**src/rtl/diff_serial_pkg.sv**
```systemverilog
// rtl/diff_serial_pkg.sv - shared types and sizing helpers for the differential serial receiver
//
// Purpose: FSM state encoding, classified line-sample encoding and the
// counter-width helper used by diff_serial_rx and diff_sync2.
// Ports: none (package).
package diff_serial_pkg;

  typedef enum logic [2:0] {
    IDLE,
    START,
    DATA,
    PARITY,
    STOP
  } state_e;

  typedef enum logic [1:0] {
    L0,
    L1,
    LFAULT
  } line_e;

  // Width of a counter that must hold values 0 .. n-1; never narrower than 1 bit.
  function automatic int cnt_width(input int n);
    if (n <= 2) return 1;
    return $clog2(n);
  endfunction

endpackage

```
**src/rtl/diff_sync2.sv**
```systemverilog
// rtl/diff_sync2.sv - two-flop synchroniser and fault classifier for a differential pair
//
// Purpose: brings the asynchronous P/N legs into the CLK domain through two
// flops each and reports the synchronised line value and a fault flag.
// Ports:
//   CLK        in   clock, rising edge
//   RST        in   synchronous active-high reset
//   RX_P       in   true leg (asynchronous)
//   RX_N       in   complement leg (asynchronous)
//   line_bit   out  synchronised P leg
//   line_fault out  synchronised P == N (undriven or shorted pair)
module diff_sync2 (
  input  logic CLK,
  input  logic RST,
  input  logic RX_P,
  input  logic RX_N,
  output logic line_bit,
  output logic line_fault
);

  logic p_meta_q, p_meta_d;
  logic p_sync_q, p_sync_d;
  logic n_meta_q, n_meta_d;
  logic n_sync_q, n_sync_d;

  always_comb begin
    p_meta_d = RX_P;
    p_sync_d = p_meta_q;
    n_meta_d = RX_N;
    n_sync_d = n_meta_q;
  end

  // Reset to an idle-high valid line so no false start follows reset.
  always_ff @(posedge CLK) begin
    if (RST) begin
      p_meta_q <= 1'b1;
      p_sync_q <= 1'b1;
      n_meta_q <= 1'b0;
      n_sync_q <= 1'b0;
    end else begin
      p_meta_q <= p_meta_d;
      p_sync_q <= p_sync_d;
      n_meta_q <= n_meta_d;
      n_sync_q <= n_sync_d;
    end
  end

  assign line_bit   = p_sync_q;
  assign line_fault = (p_sync_q == n_sync_q);

endmodule

```
**src/rtl/diff_serial_rx.sv**
```systemverilog
// rtl/diff_serial_rx.sv - differential asynchronous serial receiver with valid/ready output
//
// Purpose: deserialises start/data/stop frames (LSB first) from a differential
// pair at OVERSAMPLE clocks per bit, aborting on line faults, and holds each
// received byte for a downstream valid/ready consumer.
// Optional feature macro: DIFF_SERIAL_RX_PARITY_EN adds an even-parity bit
// after the data bits and the PAR_ERR output.
// Ports:
//   CLK, RST     clock and synchronous active-high reset
//   RX_P, RX_N   asynchronous differential line
//   DOUT         received byte, stable while DVALID is high
//   DVALID       DOUT holds an unconsumed byte
//   DREADY       consumer accepts DOUT when DVALID && DREADY
//   FRAME_ERR    one-cycle pulse: bad stop bit or fault mid-frame
//   OVERRUN      one-cycle pulse: byte dropped, holding register full
//   LINE_FAULT   registered synchronised P == N
//   PAR_ERR      one-cycle pulse on parity mismatch (parity build only)
module diff_serial_rx
  import diff_serial_pkg::*;
#(
  parameter int OVERSAMPLE = 16,
  parameter int DATA_BITS  = 8
) (
  input  logic                 CLK,
  input  logic                 RST,
  input  logic                 RX_P,
  input  logic                 RX_N,
  output logic [DATA_BITS-1:0] DOUT,
  output logic                 DVALID,
  input  logic                 DREADY,
  output logic                 FRAME_ERR,
  output logic                 OVERRUN,
  output logic                 LINE_FAULT
`ifdef DIFF_SERIAL_RX_PARITY_EN
  ,
  output logic                 PAR_ERR
`endif
);

  localparam int CW = cnt_width(OVERSAMPLE);
  localparam int BW = cnt_width(DATA_BITS + 1);
  localparam logic [CW-1:0] HALF_LAST = CW'(OVERSAMPLE / 2 - 1);
  localparam logic [CW-1:0] BIT_LAST  = CW'(OVERSAMPLE - 1);
  localparam logic [BW-1:0] DATA_LAST = BW'(DATA_BITS - 1);

  logic  line_bit;
  logic  line_fault;
  line_e line_s;

  diff_sync2 u_sync (
    .CLK       (CLK),
    .RST       (RST),
    .RX_P      (RX_P),
    .RX_N      (RX_N),
    .line_bit  (line_bit),
    .line_fault(line_fault)
  );

  always_comb begin
    if (line_fault)    line_s = LFAULT;
    else if (line_bit) line_s = L1;
    else               line_s = L0;
  end

  state_e               state_q, state_d;
  logic [CW-1:0]        cnt_q, cnt_d;
  logic [BW-1:0]        bit_cnt_q, bit_cnt_d;
  logic [DATA_BITS-1:0] shift_q, shift_d;
  logic [DATA_BITS-1:0] dout_q, dout_d;
  logic                 dvalid_q, dvalid_d;
  logic                 frame_err_q, frame_err_d;
  logic                 overrun_q, overrun_d;
  logic                 line_fault_q, line_fault_d;
  logic                 par_err_q, par_err_d;
  logic                 deliver;

  // Frame FSM: counters are cleared on every state change so they never
  // carry a value from one phase into the next.
  always_comb begin
    state_d     = state_q;
    cnt_d       = cnt_q;
    bit_cnt_d   = bit_cnt_q;
    shift_d     = shift_q;
    deliver     = 1'b0;
    frame_err_d = 1'b0;
    par_err_d   = 1'b0;

    case (state_q)
      IDLE: begin
        cnt_d     = '0;
        bit_cnt_d = '0;
        if (line_s == L0) state_d = START;
      end

      START: begin
        if (cnt_q == HALF_LAST) begin
          cnt_d = '0;
          // A 1 here is a glitch and a fault is not yet mid-frame: no error.
          if (line_s == L0) state_d = DATA;
          else              state_d = IDLE;
        end else begin
          cnt_d = cnt_q + 1'b1;
        end
      end

      DATA: begin
        if (cnt_q == BIT_LAST) begin
          cnt_d = '0;
          if (line_s == LFAULT) begin
            state_d     = IDLE;
            frame_err_d = 1'b1;
          end else begin
            shift_d   = {line_bit, shift_q[DATA_BITS-1:1]};
            bit_cnt_d = bit_cnt_q + 1'b1;
            if (bit_cnt_q == DATA_LAST) begin
              bit_cnt_d = '0;
`ifdef DIFF_SERIAL_RX_PARITY_EN
              state_d = PARITY;
`else
              state_d = STOP;
`endif
            end
          end
        end else begin
          cnt_d = cnt_q + 1'b1;
        end
      end

`ifdef DIFF_SERIAL_RX_PARITY_EN
      PARITY: begin
        if (cnt_q == BIT_LAST) begin
          cnt_d = '0;
          if (line_s == LFAULT) begin
            state_d     = IDLE;
            frame_err_d = 1'b1;
          end else if (line_bit != ^shift_q) begin
            // Even parity over data + parity bit failed: discard the byte.
            state_d   = IDLE;
            par_err_d = 1'b1;
          end else begin
            state_d = STOP;
          end
        end else begin
          cnt_d = cnt_q + 1'b1;
        end
      end
`endif

      STOP: begin
        if (cnt_q == BIT_LAST) begin
          cnt_d   = '0;
          state_d = IDLE;
          if (line_s == L1) deliver     = 1'b1;
          else              frame_err_d = 1'b1;
        end else begin
          cnt_d = cnt_q + 1'b1;
        end
      end

      default: begin
        state_d   = IDLE;
        cnt_d     = '0;
        bit_cnt_d = '0;
      end
    endcase
  end

  // Holding register: a delivery may replace a byte being consumed in the
  // same cycle; otherwise a full register drops the new byte.
  always_comb begin
    dout_d       = dout_q;
    dvalid_d     = dvalid_q;
    overrun_d    = 1'b0;
    line_fault_d = line_fault;
    if (deliver) begin
      if (!dvalid_q || DREADY) begin
        dout_d   = shift_q;
        dvalid_d = 1'b1;
      end else begin
        overrun_d = 1'b1;
      end
    end else if (dvalid_q && DREADY) begin
      dvalid_d = 1'b0;
    end
  end

  always_ff @(posedge CLK) begin
    if (RST) begin
      state_q      <= IDLE;
      cnt_q        <= '0;
      bit_cnt_q    <= '0;
      shift_q      <= '0;
      dout_q       <= '0;
      dvalid_q     <= 1'b0;
      frame_err_q  <= 1'b0;
      overrun_q    <= 1'b0;
      line_fault_q <= 1'b0;
      par_err_q    <= 1'b0;
    end else begin
      state_q      <= state_d;
      cnt_q        <= cnt_d;
      bit_cnt_q    <= bit_cnt_d;
      shift_q      <= shift_d;
      dout_q       <= dout_d;
      dvalid_q     <= dvalid_d;
      frame_err_q  <= frame_err_d;
      overrun_q    <= overrun_d;
      line_fault_q <= line_fault_d;
      par_err_q    <= par_err_d;
    end
  end

  assign DOUT       = dout_q;
  assign DVALID     = dvalid_q;
  assign FRAME_ERR  = frame_err_q;
  assign OVERRUN    = overrun_q;
  assign LINE_FAULT = line_fault_q;
`ifdef DIFF_SERIAL_RX_PARITY_EN
  assign PAR_ERR    = par_err_q;
`else
  // Parity state is never entered in this build; keep the flop tied off.
  logic unused_par;
  assign unused_par = par_err_q;
`endif

endmodule

```
**config.mk**
```make
export PLATFORM = sky130hd
export DESIGN_NAME = diff_serial_rx
export DESIGN_NICKNAME = d
export VERILOG_FILES = /design/src/rtl/diff_serial_pkg.sv /design/src/rtl/diff_sync2.sv /design/src/rtl/diff_serial_rx.sv
export SDC_FILE = /design/constraint.sdc
export NUM_CORES = 1
export LEC_CHECK = 0
export BUFFER_PORTS_ARGS = -buffer_cell sky130_fd_sc_hd__buf_2
export CORE_MARGIN = 2
export CORE_UTILIZATION = 55
export CTS_CLUSTER_SIZE = 30
export DETAILED_ROUTE_END_ITERATION = 8
export MAX_ROUTING_LAYER = met4
export PLACE_DENSITY = 0.76
export SYNTH_ARGS = -nofsm -noshare
export SYNTH_HDL_FRONTEND = slang
export SYNTH_SLANG_ARGS = --single-unit
```
**constraint.sdc**
```tcl
create_clock -name CLK -period 3.7 [get_ports CLK]
set_input_delay 0.37 -clock CLK [delete_from_list [all_inputs] [get_ports CLK]]
set_output_delay 0.37 -clock CLK [all_outputs]
set_load 0.05 [all_outputs]
```
[Yosys cells after proc, flatten, opt, wreduce, memory -nomap -nowiden]
Index checks and enable logic that the tools add are counted.
W data, S select, Z words.
Word-level totals
  output and inout port bits: 12
  input port bits: 5
  word-level logic and storage cells: 77
  flip-flop bits (word level): 35
Operators by class
  muxes and demuxes: 29
  reduce and logical (&&, ||, !) cells: 14
  bitwise logic cells: 3
  eq/ne operators: 16
  $add $sub $neg: 2
Operators by type and width (number)
  $mux W4: 5
  $mux W3: 6
  $pmux W4 S2: 2
  $mux W1: 12
  $pmux W3 S4: 1
  $ne A2 B2 Y1 const B: 5
  $add A4 B1 Y4 const B: 2
  $eq A4 B3 Y1 const B: 2
  $reduce_and A3 Y1: 2
  $reduce_or A2 Y1: 3
  $reduce_and A5 Y1: 1
  $eq A4 B4 Y1 const B: 1
  $mux W2: 2
  $reduce_and A2 Y1: 2
  $eq A3 B1 Y1 const B: 1
  $eq A3 B2 Y1 const B: 1
  $eq A3 B3 Y1 const B: 1
  $logic_not A3 Y1: 1
  $ne A3 B3 Y1 const B: 1
  $not A1 Y1: 3
  $eq A2 B1 Y1 const B: 1
  $eq A2 B2 Y1 const B: 1
  $logic_not A2 Y1: 1
  $ne A2 B1 Y1 const B: 1
  other kinds (6): 6

[Longest topological paths before layout]
Gate-level depths: netlist of the first run.
  depth in word-level cells: 8
  gate-level depth with buffers: 6
  depth with buffers taken out: 6

[Modules after synthesis]
From an unflattened synthesis of the first run, not the netlist that was laid out.
Second synthesis, totals
  cell total of the unflattened synthesis: 154
  area total of the unflattened synthesis: 1415.1 um2
By module, submodules not included
  diff_serial_rx: seq. area each 620.6 um2, area an instance 1301.2 um2, cells an instance 145, times used 1
  diff_sync2: seq. area each 80.1 um2, area an instance 113.9 um2, cells an instance 9, times used 1

[Least setup slack after synthesis of the first run]
Ideal clock, no wire load.
  path type: flip-flop to flip-flop
  start point: register u_sync.p_sync_q, in the netlist u_sync.line_bit
  end point: register bit_cnt_q[3]
  data required time: 3629 ps
  slack: 1946 ps
  arrival: 1683 ps
  clock period less this slack: 1754 ps
  buffers on the path: 0
  stages on the path, launching flop included: 7
  library setup time: 71 ps
  path through: dfxtp_1 > inv_1 > ha_1 > and4b_1 > o22ai_4 > or4_1 > a21oi_1
On the way
  longest elaborated chain between the ends: 5
  elaborated cells between the ends (all ways): 6
  those cells by class: eq/ne: 3; mux: 2; reduce/logical: 1
RTL lines
  start: declaration: RTL line diff_sync2.sv:22  | logic p_sync_q, p_sync_d;
  start signal: assignment: RTL line diff_sync2.sv:42  | p_sync_q <= p_sync_d;
  $eq A1 B1 Y1: RTL line diff_sync2.sv:49  | assign line_fault = (p_sync_q == n_sync_q);
  via line_fault: RTL line diff_serial_rx.sv:47  | logic line_fault;
  $mux W2: RTL line diff_serial_rx.sv:60  | if (line_fault) line_s = LFAULT;
  $eq A2 B2 Y1: RTL line diff_serial_rx.sv:109  | if (line_s == LFAULT) begin
  $ne A2 B2 Y1 (no source line)
  $reduce_and A3 Y1 (no source line)
  end signal: assignment: RTL line diff_serial_rx.sv:202  | bit_cnt_q <= bit_cnt_d;
  end: declaration: RTL line diff_serial_rx.sv:67  | logic [BW-1:0] bit_cnt_q, bit_cnt_d;
The timed path passes the listed nets, and every way through them passes these cells.
A chain may end at the register's enable or synchronous reset.

[Final worst setup path of the first run]
Same ends and word-level chain as after synthesis.

==> run metrics, run 1 <==
Worst-path clk slew 0.10 ns; Synth warnings 0; Leakage 0.759 nW; CTS H-tree depth 2; Worst Path Buf+Inv 1; Simple-Gate Fraction of Synth Area 0.237; Rows 19; Unique masters post-synth 41; vias in the first global route 1071; f_max 0.516 GHz; fin area 1660 um^2; share of layout cells above drive strength 1 0.244; vias per cell 5.52; max incr delay on CP 0.49 ns; outcome complete, no violations; largest family of logic cells by synthesized area simple AND/OR/NAND/NOR gates; post-route ant nets 0; crit path cell chain inv_1 -> ha_1 -> and4b_1 -> o22ai_4 -> or4_1 -> a21oi_1; Post-DP Area 1600 um^2; P&R area growth vs syn 8.43%; core area 2690 um^2; critical path endpoint category register; worst skew pair latency 0.34 ns; final hold violation count 0; hold_buf cts 0; GP Congestion 0.788; CP Class register to register; clock sinks 35; Die W 56.7 um; CTS Buffer Depth 2; TNS Setup 0 ns; Setup crit start kind register; initial core utilization 0.569; CTS tree done; EDFF count, synth 0; cts bufs inserted 5; initial DRC count 23; most common cell after layout, fill and taps aside dfxtp_1; area of the die 3220 um^2; Final min period 1.94 ns; # IOs 17; DP HPWL 1890 um; Seq cells post-synth 35; clock root cell clkbuf_4; proportion of synthesized area in mux cells 0.125; syn avg cell area 10.1 um^2; largest net degree at the start of global routing 36; Final Power 0.665 mW; post-cts repair resize count 0; Synth Area in XOR/XNOR 0.0295; final worst-path cycle share 0.523; Fin Clk Skew 0.0111 ns; Final Setup Violations 0; Worst EP arrival 2.21 ns; Netlist Area Pre-Place 1530 um^2; antenna violations before repair 0; post-synthesis async set-or-reset flop share 0; drt drc 0; Slew @ Worst Pin 0.587 ns; routed wire length 2630 um; total track usage 0.179; drt pass-1 iters 4; Power Dens Cells 401 nW/um^2; sequential fraction of the synthesis area 0.458; Max-Cap Viols 0; Vias 1099; quantity of I/O buffers inserted on ports 16; Post-Syn Instances 151; RSZ-0062 raised after global routing no; CP required 3.97 ns; most frequent cells in the layout 35 x dfxtp_1, 22 x nor2_1, 18 x mux2i_1; Post-CTS Setup Bufs 0; Max FO, Critical Path 7; first-pass GRT wire length 4370 um; WL/cell 13.2 um; GRT overflow 0; Max Slew Vio Count 0; n_diodes 0; Crit-path slowest cell or4_1; # nets final 176; Rel. slew slack 0.608; VDD IR-drop max 0.000294 V; Die Y 56.7 um; family with the most delay on the worst path simple AND/OR/NAND/NOR gates; ys flop type dfxtp_1; Worst Hold Class primary input to register; Compound-Gate Fraction of Synth Area 0.0736; Adder-Cell Fraction of Synth Area 0.0327; post-synth net total 160
-- stage by stage --
stage / setup WS [ns] / std cells / util / hold slack, ns
5_1_grt: 1.66 / 199 / 0.617 / 0.196
3_3_place_gp: 1.88 / 191 / 0.597 / 0.397
4_1_cts: 1.76 / 199 / 0.617 / 0.200
3_5_place_dp: 1.78 / 191 / 0.597 / 0.413
6_report: 1.76 / 199 / 0.617 / 0.208
2_1_floorplan: 1.95 / 151 / - / 0.389
-- flip-flops by register name, indices dropped and copies added (netlist names) --
register / cells
u_sync.line_bit: 1
DVALID: 1
u_sync.n_meta_q: 1
bit_cnt_q: 4
LINE_FAULT: 1
cnt_q: 4
state_q: 3
u_sync.n_sync_q: 1
OVERRUN: 1
shift_q: 8
DOUT: 8
u_sync.p_meta_q: 1
FRAME_ERR: 1
-- logic make-up (layout without fill, tap and decap cells) --
group                      Yosys count  in the layout
and+or+nand+nor                     62             62
adders and majority gates            4              4
buffers and inverters               13             30
muxes                               19             19
xor gates and xnor gates             3              3
DFF                                 35             35
AOI/OAI and AO/OA                   15             15
-- final timing paths --
path | startpoint | endpoint | slack (ns) | cells after the start
worst max-delay path | u_sync.line_bit$_SDFF_PP1_ | bit_cnt_q[3]$_SDFFE_PP0P_ | 1.76 | 6
worst min-delay path | RX_P | u_sync.p_meta_q$_SDFF_PP1_ | 0.21 | 2
worst max register to register | u_sync.line_bit$_SDFF_PP1_ | bit_cnt_q[3]$_SDFFE_PP0P_ | 1.76 | 6
worst min register to register | u_sync.p_meta_q$_SDFF_PP1_ | u_sync.line_bit$_SDFF_PP1_ | 0.43 | 1
-- cell usage after synthesis (2+ instances only) --
master / count / share of area
dfxtp_1: 35 / 0.46
nor2_1: 22 / 0.054
mux2i_1: 18 / 0.12
inv_1: 6 / 0.015
a21oi_1: 5 / 0.016
nand2_1: 5 / 0.012
nor3_1: 5 / 0.016
o21ai_0: 5 / 0.016
ha_1: 4 / 0.033
clkbuf_1: 3 / 0.0074
nand2b_1: 3 / 0.012
nand3_1: 3 / 0.0098
and3_1: 2 / 0.0082
buf_6: 2 / 0.015
clkbuf_2: 2 / 0.0065
nand3_2: 2 / 0.013
nor2b_1: 2 / 0.0082
or2_2: 2 / 0.0082
or4_1: 2 / 0.0098
or4_2: 2 / 0.011
-- layout make-up --
cell class / instances / area, um^2
tap: 31 / 38.8
multi-input combinational: 103 / 762
clock inverter: 2 / 12.5
clock buffer: 6 / 41.3
sequential: 35 / 701
timing repair buffer: 16 / 80.1
inverter: 6 / 22.5
fill: 245 / 1030
-- metal layers --
metal | global-route usage | up-vias | wire length (um)
met5 | - | - | 0
met4 | 0.0986 | 0 | 44
met3 | 0.0507 | 6 | 92
met2 | 0.292 | 18 | 1280
met1 | 0.195 | 522 | 1220
li1 | - | 553 | -
-- where the power goes --
group	leakage, nW	switching [mW]	internal, mW
combinational	0.448	0.0334	0.0329
sequential	0.283	0.0151	0.382
clock	0.0282	0.128	0.0732
(Power assumes the default switching activity.)
==> run 2, diff against run 1 <==
==> constraint.sdc (replaced) <==
create_clock -name CLK -period 1.97 [get_ports CLK]
set_input_delay 0.197 -clock CLK [delete_from_list [all_inputs] [get_ports CLK]]
set_output_delay 0.197 -clock CLK [all_outputs]
set_load 0.05 [all_outputs]
==> run 2 against run 1 <==
Final cell count is 0.50% higher; clock power increased by 87%; non-clock buffer count up 1; highest routed layer unchanged.
==> run metrics, run 2 (synthesis gave the netlist of run 1 again) <==
CTS H-tree depth 2 (unchanged); family with the most delay on the worst path simple AND/OR/NAND/NOR gates; share of layout cells above drive strength 1 0.260 (+0.0163); Setup crit start kind register; Leakage 0.763 nW (+0.58%); CP Class register to register; Fin Clk Skew 0.00512 ns (-0.00601 ns); Post-CTS Setup Bufs 0 (unchanged); critical path endpoint category register; worst skew pair latency 0.34 ns (about the same); Worst Path Buf+Inv 1 (unchanged); first-pass GRT wire length 4450 um (+1.9%); fin cells 200 (+0.50%); quantity of I/O buffers inserted on ports 16 (unchanged); GRT busiest layer met2; Die Y 56.7 um (unchanged); total track usage 0.186 (+0.00666); vias per cell 5.59 (+1.2%); initial DRC count 28 (+22%); f_max 0.543 GHz (+5.2%); most common cell after layout, fill and taps aside dfxtp_1; n_diodes 0 (unchanged); post-route ant nets 0 (unchanged); Max FO, Critical Path 7 (unchanged); WL/cell 12.9 um (-2.6%); Final Setup Violations 0 (unchanged); initial core utilization 0.569 (unchanged); cts bufs inserted 5 (unchanged); VDD IR-drop max 0.000635 V (+120%); outcome complete, no violations; Crit-path slowest cell or4_1; GRT overflow 0 (unchanged); antenna violations before repair 0 (unchanged); vias in the first global route 1068 (-0.28%); largest net degree at the start of global routing 36 (unchanged); Power Dens Cells 747 nW/um^2 (+86%); final cell utilization of the core 0.621 (+0.00373); final worst-path cycle share 0.935 (+0.411); Max-Cap Viols 0 (unchanged); CP required 2.24 ns (-1.73 ns); max incr delay on CP 0.47 ns (-0.02 ns); Worst Hold Class primary input to register; Vias 1118 (+1.7%); crit path cell chain inv_1 -> ha_1 -> and4b_2 -> o22ai_4 -> or4_1 -> a21oi_1; GRT met2 Usage 0.287 (-0.00498); met3 usage 0.0553 (+0.00461); most frequent cells in the layout 34 x dfxtp_1, 22 x nor2_1, 18 x mux2i_1; Max Slew Vio Count 0 (unchanged); # nets final 177 (+0.57%); Rel. slew slack 0.606 (-0.00234); GP Congestion 0.801 (+1.6%); fill count 236 (-3.7%); Die W 56.7 um (unchanged); CTS tree done; Rows 19 (unchanged); routed wire length 2580 um (-2.1%); # placed instances 192 (+0.52%); CTS Buffer Depth 2 (unchanged); clock sinks 35 (unchanged); final hold violation count 0 (unchanged); drt drc 0 (unchanged); drt pass-1 iters 5 (+1); clock root cell clkbuf_4; Worst-path clk slew 0.10 ns (about the same); core area 2690 um^2 (unchanged); Final min period 1.84 ns (-0.0958 ns); TNS Setup 0 ns (unchanged); area of the die 3220 um^2 (unchanged); # IOs 17 (unchanged); Slew @ Worst Pin 0.591 ns (+0.00351 ns); met1 GRT Util 0.204 (+0.00928); P&R area growth vs syn 9.08%; Worst EP arrival 2.12 ns (-0.09 ns); DP HPWL 1850 um (-2.3%)
run 2: worst reg2reg max path, stage by stage, from the launching register on:
cell and delay, ns:
dfxtp_2 0.36, inv_1 0.05, ha_1 0.33, and4b_2 0.34, o22ai_4 0.10, or4_1 0.47, a21oi_1 0.14
run 2: metrics by stage:
stage	power, mW	instance area [um^2]	hold WS, ns	setup slack [ns]
after global placement	0.882	1610	0.380	0.160
after CTS	1.26	1670	0.0203	0.0720
after detailed placement	0.888	1610	0.384	0.109
after global routing	1.30	1670	0.0226	-0.00577
after floorplan	0.875	1530	0.301	0.216
final	1.25	1670	0.0374	0.129
run 2: where the power goes:
group / leakage [nW] / total (mW) / internal, mW / switching, mW
clock network: 0.0282 / 0.375 / 0.138 / 0.238
logic: 0.453 / 0.124 / 0.0615 / 0.0622
registers: 0.283 / 0.746 / 0.718 / 0.0284
total: 0.763 / 1.25 / 0.917 / 0.328
run 2: worst paths after layout:
path / startpoint / end / slack (ns) / depth (start not counted)
setup reg to reg: u_sync.line_bit$_SDFF_PP1_ / bit_cnt_q[3]$_SDFFE_PP0P_ / 0.13 / 6
hold / removal: RX_P / u_sync.p_meta_q$_SDFF_PP1_ / 0.04 / 2
setup / recovery: u_sync.line_bit$_SDFF_PP1_ / bit_cnt_q[3]$_SDFFE_PP0P_ / 0.13 / 6
hold reg to reg: u_sync.p_meta_q$_SDFF_PP1_ / u_sync.line_bit$_SDFF_PP1_ / 0.42 / 1
run 2: area by class of cell:
type / instances / area (um^2) / share of cell area
Sequential cell: 35 / 702 / 0.421
Clock inverter: 2 / 12.5 / 0.00750
Tap cell: 31 / 38.8 / 0.0233
Timing Repair Buffer: 17 / 87.6 / 0.0525
Clock buffer: 6 / 41.3 / 0.0248
Multi-Input combinational cell: 103 / 763 / 0.458
Inverter: 6 / 22.5 / 0.0135
run 2: layer usage:
metal / wire length (um) / part of all wire
met3: 131 / 0.051
met2: 1240 / 0.48
met4: 66 / 0.026
met1: 1140 / 0.44
met5: 0 / 0
run 2: timing repair:
action                     4_1_cts  5_1_grt
hold buffers                     0        0
setup endpoints to repair        0        1
gates resized for setup          0        2
==> run 3, diff against run 2 <==
--- a/config.mk
+++ b/config.mk
@@ -6,12 +6,13 @@
 export NUM_CORES = 1
 export LEC_CHECK = 0
 export BUFFER_PORTS_ARGS = -buffer_cell sky130_fd_sc_hd__buf_2
+export CORE_ASPECT_RATIO = 1.2
 export CORE_MARGIN = 2
-export CORE_UTILIZATION = 55
+export CORE_UTILIZATION = 54
 export CTS_CLUSTER_SIZE = 30
 export DETAILED_ROUTE_END_ITERATION = 8
 export MAX_ROUTING_LAYER = met4
-export PLACE_DENSITY = 0.76
+export PLACE_DENSITY = 0.74
 export SYNTH_ARGS = -nofsm -noshare
 export SYNTH_HDL_FRONTEND = slang
 export SYNTH_SLANG_ARGS = --single-unit
==> run 3 against run 2 <==
Non-clock buffer count did not move; via count fell by 1.6%; utilization fell by 0.32 points; clock skew rose by 0.0011 ns; critical path depth fell by 2; first-iteration DRC count fell by 32%; flip-flop and latch count did not move; register-to-register slack improved by 0.05 ns; routed wire length rose by 3.1%; critical endpoint unchanged; largest power group unchanged.
==> run metrics, run 3 (synthesis gave the netlist of run 1 again) <==
DP HPWL 1860 um (+0.47%); final hold violation count 0 (unchanged); Slew @ Worst Pin 0.599 ns (+0.00830 ns); Power Dens Cells 747 nW/um^2 (about the same); most common cell after layout, fill and taps aside dfxtp_1; Max-Cap Viols 0 (unchanged); hold path start RX_P; fin area 1690 um^2 (+1.2%); WL/cell 13.1 um (+1.6%); CP Class register to register; CTS Buffer Depth 2 (unchanged); drt drc 0 (unchanged); CTS tree done; post-route ant nets 0 (unchanged); vias in the first global route 1096 (+2.6%); Post-CTS Setup Bufs 0 (unchanged); R2R Path End bit_cnt_q[3]$_SDFFE_PP0P_; routed length on met3 77 um (-41%); Vias 1100 (-1.6%); Rows 21 (+2); Register-to-Register Path Depth 4 (-2); CP required 2.23 ns (about the same); # nets final 177 (unchanged); TNS Setup 0 ns (unchanged); area of the die 3270 um^2 (+1.8%); largest net degree at the start of global routing 36 (unchanged); most frequent cells in the layout 34 x dfxtp_1, 22 x nor2_1, 18 x mux2i_1; vias per cell 5.42 (-3.1%); final worst-path cycle share 0.911 (-0.0240); Final Setup Violations 0 (unchanged); Worst Hold Class primary input to register; Leakage 0.760 nW (-0.41%); family with the most delay on the worst path simple AND/OR/NAND/NOR gates; GRT overflow 0 (unchanged); total track usage 0.193 (+0.00720); GP Congestion 0.843 (+5.2%); Die W 52.6 um (-7.3%); Post-DP Area 1620 um^2 (+0.23%); top sig layer met4; clock root cell clkbuf_4; share of layout cells above drive strength 1 0.272 (+0.0118); worst skew pair latency 0.33 ns (about the same); fill count 249 (+5.5%); initial core utilization 0.560 (-0.00964); Max FO, Critical Path 12 (+5); Worst-path clk slew 0.11 ns (about the same); critical path endpoint category register; RSZ-0062 raised after global routing no; clock sinks 35 (unchanged); Final min period 1.79 ns (-0.0474 ns); VDD IR-drop max 0.000634 V (about the same); CTS H-tree depth 2 (unchanged); Die Y 62.3 um (+9.8%); Worst EP arrival 2.06 ns (-0.06 ns); initial DRC count 19 (-32%); f_max 0.557 GHz (+2.6%); Worst R2R Setup Slack 0.18 ns (+0.05 ns); final cell utilization of the core 0.618 (-0.00319); routed wl met2 1390 um (+12%); routed wire length 2660 um (+3.1%); antenna violations before repair 0 (unchanged); cts bufs inserted 5 (unchanged); Max Slew Vio Count 0 (unchanged); Crit-path slowest cell dfxtp_1; # IOs 17 (unchanged); outcome complete, no violations; met1 WL 1150 um (+0.88%); Rel. slew slack 0.600 (-0.00554); Fin Clk Skew 0.00623 ns (+0.00111 ns); Worst Path Buf+Inv 0 (-1); Setup crit start kind register; core area 2730 um^2 (+1.7%); quantity of I/O buffers inserted on ports 16 (unchanged); drt pass-1 iters 4 (-1); n_diodes 0 (unchanged); max incr delay on CP 0.72 ns (+0.25 ns); first-pass GRT wire length 4560 um (+2.5%); P&R area growth vs syn 10.4%; WHS Endpoint u_sync.p_meta_q$_SDFF_PP1_; hold depth 2 (unchanged); r2r startpoint state_q[0]$_SDFFE_PP0P_; crit path cell chain or3b_4 -> o22ai_4 -> or4_1 -> a21oi_1
==> run 3: cell count changes in the layout (fill, tap and decap cells not counted), sizes merged <==
cell,delta
clkbuf,-1
clkinvlp,+1
==> run 3: layout make-up <==
| class | count | area, um^2 | area share |
|---|---|---|---|
| tap | 34 | 42.5 | 0.0252 |
| clock inverter | 3 | 20.0 | 0.0119 |
| timing repair buffer | 17 | 87.6 | 0.0519 |
| clock buffer | 5 | 37.5 | 0.0222 |
| sequential | 35 | 702 | 0.416 |
| multi-input combinational | 103 | 776 | 0.460 |
| inverter | 6 | 22.5 | 0.0133 |
==> run 3: what timing repair did <==
action | in CTS | in global routing
resized for setup | 0 | 3
endpoints found under the setup margin | 0 | 1
hold buffers | 0 | 0
==> run 3: metrics by stage <==
step	power, mW	hold WS [ns]	cells	setup WS [ns]
4_1_cts	1.28	0.0181	203	0.0470
3_3_place_gp	0.883	0.384	195	0.161
6_report	1.26	0.0359	203	0.176
3_5_place_dp	0.889	0.384	195	0.0919
5_1_grt	1.32	0.0275	203	0.0922
2_1_floorplan	0.875	0.301	151	0.216
==> run 3: report_power, final <==
| part | switching [mW] | leakage [nW] | internal, mW |
|---|---|---|---|
| registers | 0.0293 | 0.283 | 0.718 |
| clock network | 0.248 | 0.0272 | 0.136 |
| logic | 0.0651 | 0.451 | 0.0634 |
| total | 0.342 | 0.760 | 0.918 |
==> run 3: worst max path at each step <==
stage | from | end | slack, ns | depth (start not counted)
floorplan | u_sync.line_bit$_SDFF_PP1_ | bit_cnt_q[3]$_SDFFE_PP0P_ | 0.22 | 6
CTS | u_sync.line_bit$_SDFF_PP1_ | bit_cnt_q[3]$_SDFFE_PP0P_ | 0.05 | 6
detailed placement | u_sync.line_bit$_SDFF_PP1_ | bit_cnt_q[3]$_SDFFE_PP0P_ | 0.09 | 6
global placement | u_sync.line_bit$_SDFF_PP1_ | bit_cnt_q[3]$_SDFFE_PP0P_ | 0.16 | 6
global route | u_sync.line_bit$_SDFF_PP1_ | bit_cnt_q[3]$_SDFFE_PP0P_ | 0.09 | 6
finish | state_q[0]$_SDFFE_PP0P_ | bit_cnt_q[3]$_SDFFE_PP0P_ | 0.18 | 4
==> run 3: routing by layer <==
metal / GRT usage / up-vias
li1: - / 559
met1: 0.216 / 520
met2: 0.309 / 16
met3: 0.0433 / 5
met4: 0.106 / 0
met5: - / -
==> run 3: worst register-to-register path: cells and delay by family, from the launching register on <==
family | cells | cell delay [ns]
and+or+nand+nor | 2 | 0.77
DFF | 1 | 0.72
AOI/OAI and AO/OA | 2 | 0.24
